$ cat config.mk
export PLATFORM = sky130hd
export DESIGN_NAME = dmem_controller_flat
export DESIGN_NICKNAME = d
export VERILOG_FILES = /design/src/rtl/dmem_controller_if.sv /design/src/rtl/dmem_controller.sv /design/src/flat_wrapper.sv
export SDC_FILE = /design/constraint.sdc
export NUM_CORES = 1
export LEC_CHECK = 0
export BUFFER_PORTS_ARGS = -buffer_cell sky130_fd_sc_hd__clkbuf_2
export CAP_MARGIN = 20
export CORE_MARGIN = 4
export CORE_UTILIZATION = 50
export DETAILED_ROUTE_END_ITERATION = 8
export HOLD_SLACK_MARGIN = 0.05
export PLACE_DENSITY = 0.86
export SYNTH_ARGS = -nofsm -noshare
export SYNTH_HDL_FRONTEND = slang
export SYNTH_SLANG_ARGS = --single-unit
$ cat constraint.sdc
create_clock -name clk -period 2.15 [get_ports clk]
set_input_delay 0.3225 -clock clk [delete_from_list [all_inputs] [get_ports clk]]
set_output_delay 0.3225 -clock clk [all_outputs]
set_load 0.03 [all_outputs]
$ cat src/rtl/dmem_controller_if.sv
// -----------------------------------------------------------------------------
// dmem_controller_if
//   Bundles the CPU data-port handshake and the synchronous SRAM port of the
//   data-memory controller.
//   - slave  : view of the controller (CPU request and SRAM read data in,
//              CPU response and SRAM command out).
//   - master : view of the environment (CPU plus SRAM) that drives the
//              controller's inputs and observes its outputs.
//   Signals:
//     cpu_req/cpu_addr/cpu_size/cpu_we/cpu_wdata  CPU request, lane-0 relative
//     cpu_rdata/cpu_valid/cpu_err/cpu_busy        CPU response and status
//     sram_en/sram_we/sram_addr/sram_wdata        SRAM command (word wide)
//     sram_rdata                                  SRAM read data
// -----------------------------------------------------------------------------
interface dmem_controller_if #(
  parameter int DMEM_WIDTH = 16
);
  logic                  cpu_req;
  logic [DMEM_WIDTH-1:0] cpu_addr;
  logic [1:0]            cpu_size;
  logic [3:0]            cpu_we;
  logic [31:0]           cpu_wdata;
  logic [31:0]           cpu_rdata;
  logic                  cpu_valid;
  logic                  cpu_err;
  logic                  cpu_busy;
  logic                  sram_en;
  logic [3:0]            sram_we;
  logic [DMEM_WIDTH-3:0] sram_addr;
  logic [31:0]           sram_wdata;
  logic [31:0]           sram_rdata;

  modport slave (
    input  cpu_req, cpu_addr, cpu_size, cpu_we, cpu_wdata, sram_rdata,
    output cpu_rdata, cpu_valid, cpu_err, cpu_busy,
           sram_en, sram_we, sram_addr, sram_wdata
  );

  modport master (
    output cpu_req, cpu_addr, cpu_size, cpu_we, cpu_wdata, sram_rdata,
    input  cpu_rdata, cpu_valid, cpu_err, cpu_busy,
           sram_en, sram_we, sram_addr, sram_wdata
  );
endinterface

$ cat src/rtl/dmem_controller.sv
// -----------------------------------------------------------------------------
// dmem_controller
//   Data-memory controller between the rv32i_cpu data port and a word-wide
//   synchronous SRAM. Handles one load or store at a time: lane-shifts store
//   data and byte enables, right-aligns and zero-fills load data, and reports
//   misaligned half/word accesses without issuing an SRAM cycle.
//   Ports:
//     clk    clock
//     reset  asynchronous, active-low reset
//     bus    dmem_controller_if.slave (CPU request/response, SRAM command/data)
//   Parameters:
//     DMEM_WIDTH   byte-address width of the CPU data port
//     WAIT_STATES  extra SRAM read-latency cycles beyond 1 (0..15)
//   Latency from the accepting edge T: store valid in T+2, load valid in
//   T+3+WAIT_STATES, misaligned valid in T+1. All outputs are registers, so an
//   asserted reset clears sram_en/sram_we immediately.
// -----------------------------------------------------------------------------
module dmem_controller #(
  parameter int DMEM_WIDTH  = 16,
  parameter int WAIT_STATES = 0
) (
  input  logic               clk,
  input  logic               reset,
  dmem_controller_if.slave   bus
);

  typedef enum logic [1:0] {
    ST_IDLE   = 2'd0,
    ST_ACCESS = 2'd1,
    ST_WAIT   = 2'd2,
    ST_DONE   = 2'd3
  } state_t;

  localparam logic [3:0] WAIT_LAST = 4'(WAIT_STATES);

  state_t      state_r;
  logic [1:0]  off_r;       // byte offset of the accepted request
  logic [1:0]  size_r;      // size of the accepted request
  logic        store_r;     // accepted request is a store
  logic [3:0]  wait_cnt_r;  // cycles already spent in WAIT

  logic [1:0]  off_s;
  logic [3:0]  we_lane_s;
  logic [31:0] wdata_lane_s;
  logic [31:0] rdata_lane_s;

  // Byte-enable mask for an access size; size 11 behaves as a word.
  function automatic logic [3:0] size_mask(input logic [1:0] size);
    case (size)
      2'b00:   size_mask = 4'b0001;
      2'b01:   size_mask = 4'b0011;
      default: size_mask = 4'b1111;
    endcase
  endfunction

  // Bit mask that zero-fills load data above the access size.
  function automatic logic [31:0] data_mask(input logic [1:0] size);
    case (size)
      2'b00:   data_mask = 32'h0000_00FF;
      2'b01:   data_mask = 32'h0000_FFFF;
      default: data_mask = 32'hFFFF_FFFF;
    endcase
  endfunction

  // Half accesses need addr[0]=0, word accesses need addr[1:0]=0.
  function automatic logic is_misaligned(input logic [1:0] size, input logic [1:0] off);
    case (size)
      2'b00:   is_misaligned = 1'b0;
      2'b01:   is_misaligned = off[0];
      default: is_misaligned = (off != 2'b00);
    endcase
  endfunction

  // Lane steering: stores are computed from the live request because the SRAM
  // command register is loaded on the accepting edge; loads use the latched
  // offset/size because the data arrives several cycles later.
  assign off_s        = bus.cpu_addr[1:0];
  assign we_lane_s    = (bus.cpu_we & size_mask(bus.cpu_size)) << off_s;
  assign wdata_lane_s = bus.cpu_wdata << {off_s, 3'b000};
  assign rdata_lane_s = (bus.sram_rdata >> {off_r, 3'b000}) & data_mask(size_r);

  // Access FSM with all CPU and SRAM outputs registered.
  always_ff @(posedge clk or negedge reset) begin
    if (!reset) begin
      state_r        <= ST_IDLE;
      off_r          <= 2'b00;
      size_r         <= 2'b00;
      store_r        <= 1'b0;
      wait_cnt_r     <= 4'd0;
      bus.cpu_rdata  <= 32'h0000_0000;
      bus.cpu_valid  <= 1'b0;
      bus.cpu_err    <= 1'b0;
      bus.cpu_busy   <= 1'b0;
      bus.sram_en    <= 1'b0;
      bus.sram_we    <= 4'b0000;
      bus.sram_addr  <= '0;
      bus.sram_wdata <= 32'h0000_0000;
    end else begin
      case (state_r)
        ST_IDLE: begin
          if (bus.cpu_req) begin
            off_r         <= off_s;
            size_r        <= bus.cpu_size;
            store_r       <= (bus.cpu_we != 4'b0000);
            bus.sram_addr <= bus.cpu_addr[DMEM_WIDTH-1:2];
            bus.cpu_busy  <= 1'b1;
            if (is_misaligned(bus.cpu_size, off_s)) begin
              // No SRAM cycle: report the error straight away.
              state_r       <= ST_DONE;
              bus.cpu_valid <= 1'b1;
              bus.cpu_err   <= 1'b1;
              bus.cpu_rdata <= 32'h0000_0000;
            end else begin
              state_r        <= ST_ACCESS;
              bus.sram_en    <= 1'b1;
              bus.sram_we    <= we_lane_s;
              bus.sram_wdata <= wdata_lane_s;
            end
          end else begin
            state_r <= ST_IDLE;
          end
        end

        ST_ACCESS: begin
          bus.sram_en <= 1'b0;
          bus.sram_we <= 4'b0000;
          wait_cnt_r  <= 4'd0;
          if (store_r) begin
            state_r       <= ST_DONE;
            bus.cpu_valid <= 1'b1;
          end else begin
            state_r <= ST_WAIT;
          end
        end

        ST_WAIT: begin
          if (wait_cnt_r == WAIT_LAST) begin
            state_r       <= ST_DONE;
            bus.cpu_rdata <= rdata_lane_s;
            bus.cpu_valid <= 1'b1;
          end else begin
            wait_cnt_r <= wait_cnt_r + 4'd1;
          end
        end

        ST_DONE: begin
          // Requests seen here are dropped; the next one is taken in IDLE.
          state_r       <= ST_IDLE;
          bus.cpu_valid <= 1'b0;
          bus.cpu_err   <= 1'b0;
          bus.cpu_busy  <= 1'b0;
        end

        default: begin
          state_r       <= ST_IDLE;
          bus.cpu_valid <= 1'b0;
          bus.cpu_err   <= 1'b0;
          bus.cpu_busy  <= 1'b0;
          bus.sram_en   <= 1'b0;
          bus.sram_we   <= 4'b0000;
        end
      endcase
    end
  end

endmodule

$ cat src/flat_wrapper.sv
// flat-port wrapper written by rule: the top's interface ports become plain ports
module dmem_controller_flat 
#(
  parameter int DMEM_WIDTH  = 16,
  parameter int WAIT_STATES = 0
)
  (clk, reset, bus_cpu_req, bus_cpu_addr, bus_cpu_size, bus_cpu_we, bus_cpu_wdata, bus_sram_rdata, bus_cpu_rdata, bus_cpu_valid, bus_cpu_err, bus_cpu_busy, bus_sram_en, bus_sram_we, bus_sram_addr, bus_sram_wdata);
  dmem_controller_if #(.DMEM_WIDTH(DMEM_WIDTH)) bus_i ();
  input  logic clk;
  input  logic reset;
  input wire logic [$bits(bus_i.cpu_req)-1:0] bus_cpu_req;
  input wire logic [$bits(bus_i.cpu_addr)-1:0] bus_cpu_addr;
  input wire logic [$bits(bus_i.cpu_size)-1:0] bus_cpu_size;
  input wire logic [$bits(bus_i.cpu_we)-1:0] bus_cpu_we;
  input wire logic [$bits(bus_i.cpu_wdata)-1:0] bus_cpu_wdata;
  input wire logic [$bits(bus_i.sram_rdata)-1:0] bus_sram_rdata;
  output wire logic [$bits(bus_i.cpu_rdata)-1:0] bus_cpu_rdata;
  output wire logic [$bits(bus_i.cpu_valid)-1:0] bus_cpu_valid;
  output wire logic [$bits(bus_i.cpu_err)-1:0] bus_cpu_err;
  output wire logic [$bits(bus_i.cpu_busy)-1:0] bus_cpu_busy;
  output wire logic [$bits(bus_i.sram_en)-1:0] bus_sram_en;
  output wire logic [$bits(bus_i.sram_we)-1:0] bus_sram_we;
  output wire logic [$bits(bus_i.sram_addr)-1:0] bus_sram_addr;
  output wire logic [$bits(bus_i.sram_wdata)-1:0] bus_sram_wdata;
  assign bus_i.cpu_req = bus_cpu_req;
  assign bus_i.cpu_addr = bus_cpu_addr;
  assign bus_i.cpu_size = bus_cpu_size;
  assign bus_i.cpu_we = bus_cpu_we;
  assign bus_i.cpu_wdata = bus_cpu_wdata;
  assign bus_i.sram_rdata = bus_sram_rdata;
  assign bus_cpu_rdata = bus_i.cpu_rdata;
  assign bus_cpu_valid = bus_i.cpu_valid;
  assign bus_cpu_err = bus_i.cpu_err;
  assign bus_cpu_busy = bus_i.cpu_busy;
  assign bus_sram_en = bus_i.sram_en;
  assign bus_sram_we = bus_i.sram_we;
  assign bus_sram_addr = bus_i.sram_addr;
  assign bus_sram_wdata = bus_i.sram_wdata;
  dmem_controller #(.DMEM_WIDTH(DMEM_WIDTH), .WAIT_STATES(WAIT_STATES)) u_core (.clk(clk), .reset(reset), .bus(bus_i));
endmodule
## Word-level counts from Yosys, hierarchy flattened

Cells that the tools add are included.

| storage, ports and cells | value |
|---|---|
| input bits | 89 |
| word-level logic and storage cells | 79 |
| memories kept | 0 |
| latch bits | 0 |
| output and inout bits | 86 |
| register bits after elaboration | 97 |
| memory bits (writable) | 0 |
| ROM bits | 0 |

| operators by class | value |
|---|---|
| equality and inequality tests | 11 |
| reduce and logical (&&, ||, !) cells | 18 |
| $add $sub $neg | 1 |
| magnitude comparators | 0 |
| divide/modulo/power cells | 0 |
| multiplexer cells | 30 |
| shift operators | 3 |
| multipliers | 0 |
| bitwise gates (word level) | 3 |

Operator list:

| kind | number |
|---|---|
| $pmux W32 S2 | 2 |
| $mux W32 | 3 |
| $and A32 B32 Y32 | 1 |
| $shl A32 B5 Y32 | 1 |
| $shr A32 B5 Y32 | 1 |
| $pmux W4 S2 | 3 |
| $mux W4 | 3 |
| $mux W1 | 10 |
| $reduce_bool A2 Y1 | 5 |
| $reduce_and A3 Y1 | 3 |
| $pmux W1 S2 | 4 |
| $pmux W2 S4 | 1 |
| $reduce_and A4 Y1 | 2 |
| $eq A2 B1 Y1 const B | 3 |
| $logic_not A2 Y1 | 3 |
| $mux W2 | 3 |
| $ne A2 B1 Y1 const B | 3 |
| $ne A2 B2 Y1 const B | 3 |
| $reduce_and A2 Y1 | 3 |
| $add A4 B1 Y4 const B | 1 |
| $and A4 B4 Y4 | 1 |
| $eq A2 B2 Y1 const B | 2 |
| $logic_not A4 Y1 | 1 |
| $pmux W1 S4 | 1 |
| 3 further kinds | 3 |

## Longest topological paths before layout

| logic depth | value |
|---|---|
| depth after elaboration | 7 |
| depth in mapped cells | 8 |

## Worst setup path before layout

Ideal clock, no wire load.

| timing path | value |
|---|---|
| path type | register to register |
| from | register u_core.wait_cnt_r[0] |
| to | register u_core.bus.cpu_rdata[20] |
| setup slack | 0.364 ns |
| clock period less this slack | 1.786 ns |
| stages on the path, launching flop included | 8 |
| buffers on the path | 1 |
| library setup time | 0.128 ns |
| arrival | 1.659 ns |
| cell sequence | dfrtp_1 -> inv_1 -> ha_1 -> inv_1 -> o31ai_2 -> o211ai_2 -> buf_2 -> mux2_1 |

| between the ends | value |
|---|---|
| longest elaborated chain between the ends | 3 |

RTL lines:

| item | line | source |
|---|---|---|
| start: declaration | dmem_controller.sv:40 | `logic [3:0] wait_cnt_r;` |
| start signal: assignment | dmem_controller.sv:142 | `wait_cnt_r <= wait_cnt_r + 4'd1;` |
| $logic_not A4 Y1 | dmem_controller.sv:137 | `if (wait_cnt_r == WAIT_LAST) begin` |
| $ne A2 B1 Y1 (no line) | -- |  |
| $reduce_and A4 Y1 (no line) | -- |  |
| end signal: assignment | dmem_controller.sv:139 | `bus.cpu_rdata <= rdata_lane_s;` |
| end: declaration | dmem_controller_if.sv:35 | `output cpu_rdata, cpu_valid, cpu_err, cpu_busy,` |

Every way passes these cells.
A chain may end at the register's enable or synchronous reset.

## Worst setup path in the final report

| timing path | value |
|---|---|
| from | register u_core.state_r[0] |
| to | register u_core.bus.cpu_rdata[9] |

| between the ends | value |
|---|---|
| longest elaborated chain between the ends | 3 |
| elaborated cells between the ends (all ways) | 8 |
| those cells by class | eq/ne (4); mux (1); reduce/logical (3) |

RTL lines:

| item | line | source |
|---|---|---|
| start: declaration | dmem_controller.sv:36 | `state_t state_r;` |
| start signal: assignment | dmem_controller.sv:85 | `state_r <= ST_IDLE;` |
| start signal: assignment | dmem_controller.sv:109 | `state_r <= ST_DONE;` |
| start signal: assignment | dmem_controller.sv:114 | `state_r <= ST_ACCESS;` |
| $eq A2 B2 Y1 / $logic_not A2 Y1 (equally long branches) | dmem_controller.sv:99 | `case (state_r)` |
| $ne A2 B1 Y1 (no line), or another cell as far along | -- |  |
| $reduce_and A4 Y1 (no line) | -- |  |

Parallel ways exist; a longest one is shown, timed or not.

==> impl_metrics.yaml <==
status:
  status: "finished clean"
synth:
  syn-cell-area_um2: 4910
  synth_most_common_cell: "dfrtp_1"
  yosysTopAreaCellShare_pct: 49.5
  synth_sequential_area_ratio_pct: 49.5
  synth-seq-cells: 97
  synth_top_flop_cell: "dfrtp_1"
  synth_commonest_cells: "97 x dfrtp_1, 43 x mux2i_1, 42 x nand2_1"
  post-synth-top-area-cell: "dfrtp_1"
  mappedNetlistNets: 546
  edff_count_synth: 0
  synth_instances: 450
  ys_async_sr_fraction_pct: 100
  synth_area_per_cell_um2: 10.9
  ys_warn_count: 0
  synth.area.top_cells: "dfrtp_1 49%, mux2i_1 8.8%, mux2_2 6.9%"
  synthDistinctLibCells: 44
setup_path:
  critical_path_class: "reg -> reg"
  critPathBufInv: 2
  cp.required_ns: 2.41
  setup.worst_path.end_class: "flip-flop"
  critical-path-max-stage-delay_ns: 0.42
  worstPathMaxFanout: 32
  worst_ep_arrival_time_ns: 2.24
  critical-path-top-delay-family: "adder cells"
  timing.critical_path.slowest_stage_cell: "ha_1"
  cp_cell_sequence: "inv_1 > ha_1 > o31ai_4 > o211ai_4 > buf_12 > mux2_2"
  setup.worst_path.start_class: "flip-flop"
floorplan:
  placementRows: 35
  die_area_um2: 11500
  core_area_um2: 9420
  io-pin-count: 175
  die_y_um: 107
  initial_utilization_pct: 52.1
  die_x_um: 107
placement:
  placed_cells: 738
  portBuffers: 174
  place.detailed.hpwl_mm: 9.84
  post_dp_cell_area_um2: 5960
  dp_worst_setup_slack_ns: 0.200
  gp_congestion: 0.844
global_routing:
  grt_usage_pct: 22.8
  grt_first_pass_wirelength_mm: 21.1
  global_route.peak_usage_layer: "met2"
  number_of_global_route_vias_before_repair: 4292
  grt_remaining_overflow: 0
  grtUsageMet1_pct: 29.5
  number_of_antenna_violations_at_the_first_check_in_global_routing: 0
  grt_max_degree: 55
  use_met3_pct: 5.00
  global_route.usage.met2_pct: 38.4
final_layout:
  area_of_all_sequential_standard_cells_um2: 2430
  drive_above_1_share_pct: 38.5
  antenna-diode-count: 0
  stdcell_area_um2: 6160
  layout.cells.non_filler: 755
  num-nets-final: 717
  fillers: 748
  fin_util_pct: 65.4
  multi_input_comb_area_um2: 2260
  area_delta_synth_final_pct: 25.6
clocking:
  cts-buffers-inserted: 9
  max_buffers_root_to_sink: 2
  gates_resized_cts_repair: 0
  clk_root_buffer_cell: "clkbuf_8"
  clk_latency_worst_skew_pair_ns: 0.37
  h-tree-depth: 3
  clkSlewWorstSetupHoldPaths_ns: 0.10
  cts_tree: "yes"
  clock_sink_count: 97
sta:
  fin_skew_ns: 0.0126
  setup-tns-final_ns: 0
  maxClockFrequency_ghz: 0.505
  slew_headroom_pct: 35.1
  fin_worst_hold_slack_ns: 0.183
  layout_worst_path_cycle_share_pct: 92.0
  post-route-min-period_ns: 1.98
  final-hold-violation-count: 0
  grt_setup_unrepaired: "no"
  timing.final.setup_violations: 0
  worstMarginPinSlew_ns: 0.963
  setup_slack_ns: 0.172
  slew_violations: 0
flow_run:
  max_cap_violations: 0
pwr:
  ir_worst_vdd_uv: 738
  design_power_total_mw: 8.77
  static-leakage-power_nw: 3.16
  power_density_nw_per_um2: 1420
detailed_routing:
  drt-pass1-iter-count: 4
  wl_per_cell_um: 17.2
  number_of_vias_after_detailed_routing: 4201
  drcViolationCount: 0
  vias_per_cell: 5.56
  drt-total-wl_mm: 13.0
  iteration_0_drc_count_of_the_detailed_router: 224
  antenna_violating_nets_post_route: 0
hold_path:
  worstHoldPathType: "in -> reg"
layer usage:
layer | vias to the layer above | wire length (um)
li1 | 1946 | -
met1 | 2090 | 5380
met2 | 143 | 6540
met3 | 22 | 829
met4 | 0 | 247
met5 | - | 0
cell families (layout without fill, tap and decap cells):
| family | count (synthesis) | count (layout) | synth area share (%) |
|---|---|---|---|
| buffers and inverters | 52 | 228 | 4.59 |
| AOI/OAI and AO/OA | 104 | 104 | 15.5 |
| xor gates and xnor gates | 1 | 1 | 0.179 |
| adders and majority gates | 7 | 7 | 1.78 |
| muxes | 87 | 87 | 18.9 |
| and+or+nand+nor | 102 | 102 | 9.59 |
| DFF | 97 | 97 | 49.5 |
registers in the layout (all words and copies together), names as in the netlist:
signal,count
u_core.wait_cnt_r,4
u_core.bus.cpu_valid,1
u_core.state_r,2
u_core.size_r,2
u_core.bus.sram_en,1
u_core.off_r,2
u_core.bus.sram_wdata,32
u_core.bus.sram_addr,14
u_core.bus.cpu_err,1
u_core.store_r,1
u_core.bus.cpu_busy,1
u_core.bus.cpu_rdata,32
u_core.bus.sram_we,4
cell type report:
class,instances,share of cell area (%)
Clock buffer,10,2.07
Clock inverter,6,1.10
Inverter,19,1.16
Multi-Input combinational cell,301,36.7
Sequential cell,97,39.4
Tap cell,129,2.62
Timing Repair Buffer,193,16.9
repair_timing:
item,4_1_cts,5_1_grt
endpoints found under the hold margin,18,0
setup buffers,0,0
hold buffers,1,0
placed cells by master (no fill, tap or decap), drive strengths merged, types with 2 or more instances in the layout:
cell	instances
nand2	42
a21oi	22
ha	7
clkbuf	183
a22o	8
o211ai	4
mux2i	43
mux2	44
o21ai	17
a211o	8
clkinvlp	2
o31ai	11
inv	20
nand2b	2
a211oi	9
nor2b	19
clkinv	2
a32o	9
buf	19
dfrtp	97
o21a	2
nor2	27
nand3	4
a2bb2oi	7
worst paths after layout:
kind                            slack [ns]                   endpoint  depth (start not counted)                 startpoint
worst max-delay path                  0.17    u_core.bus.cpu_rdata[9]                          6          u_core.state_r[0]
worst min-delay path                  0.18    u_core.bus.sram_addr[5]                          2            bus_cpu_addr[7]
worst max register to register        0.17    u_core.bus.cpu_rdata[9]                          6          u_core.state_r[0]
worst min register to register        0.49  u_core.bus.sram_wdata[15]                          2  u_core.bus.sram_wdata[15]
max in group asynchronous             1.13    u_core.bus.cpu_rdata[5]                          3                      reset
min in group asynchronous             0.37   u_core.bus.cpu_rdata[27]                          2                      reset
where the power goes:
part | switching [mW] | leakage, nW | internal (mW)
Sequential | 0.433 | 1.25 | 2.53
Combinational | 2.93 | 1.82 | 1.68
Clock | 0.646 | 0.0929 | 0.542
No activity file was read; power rests on OpenSTA's default activity.
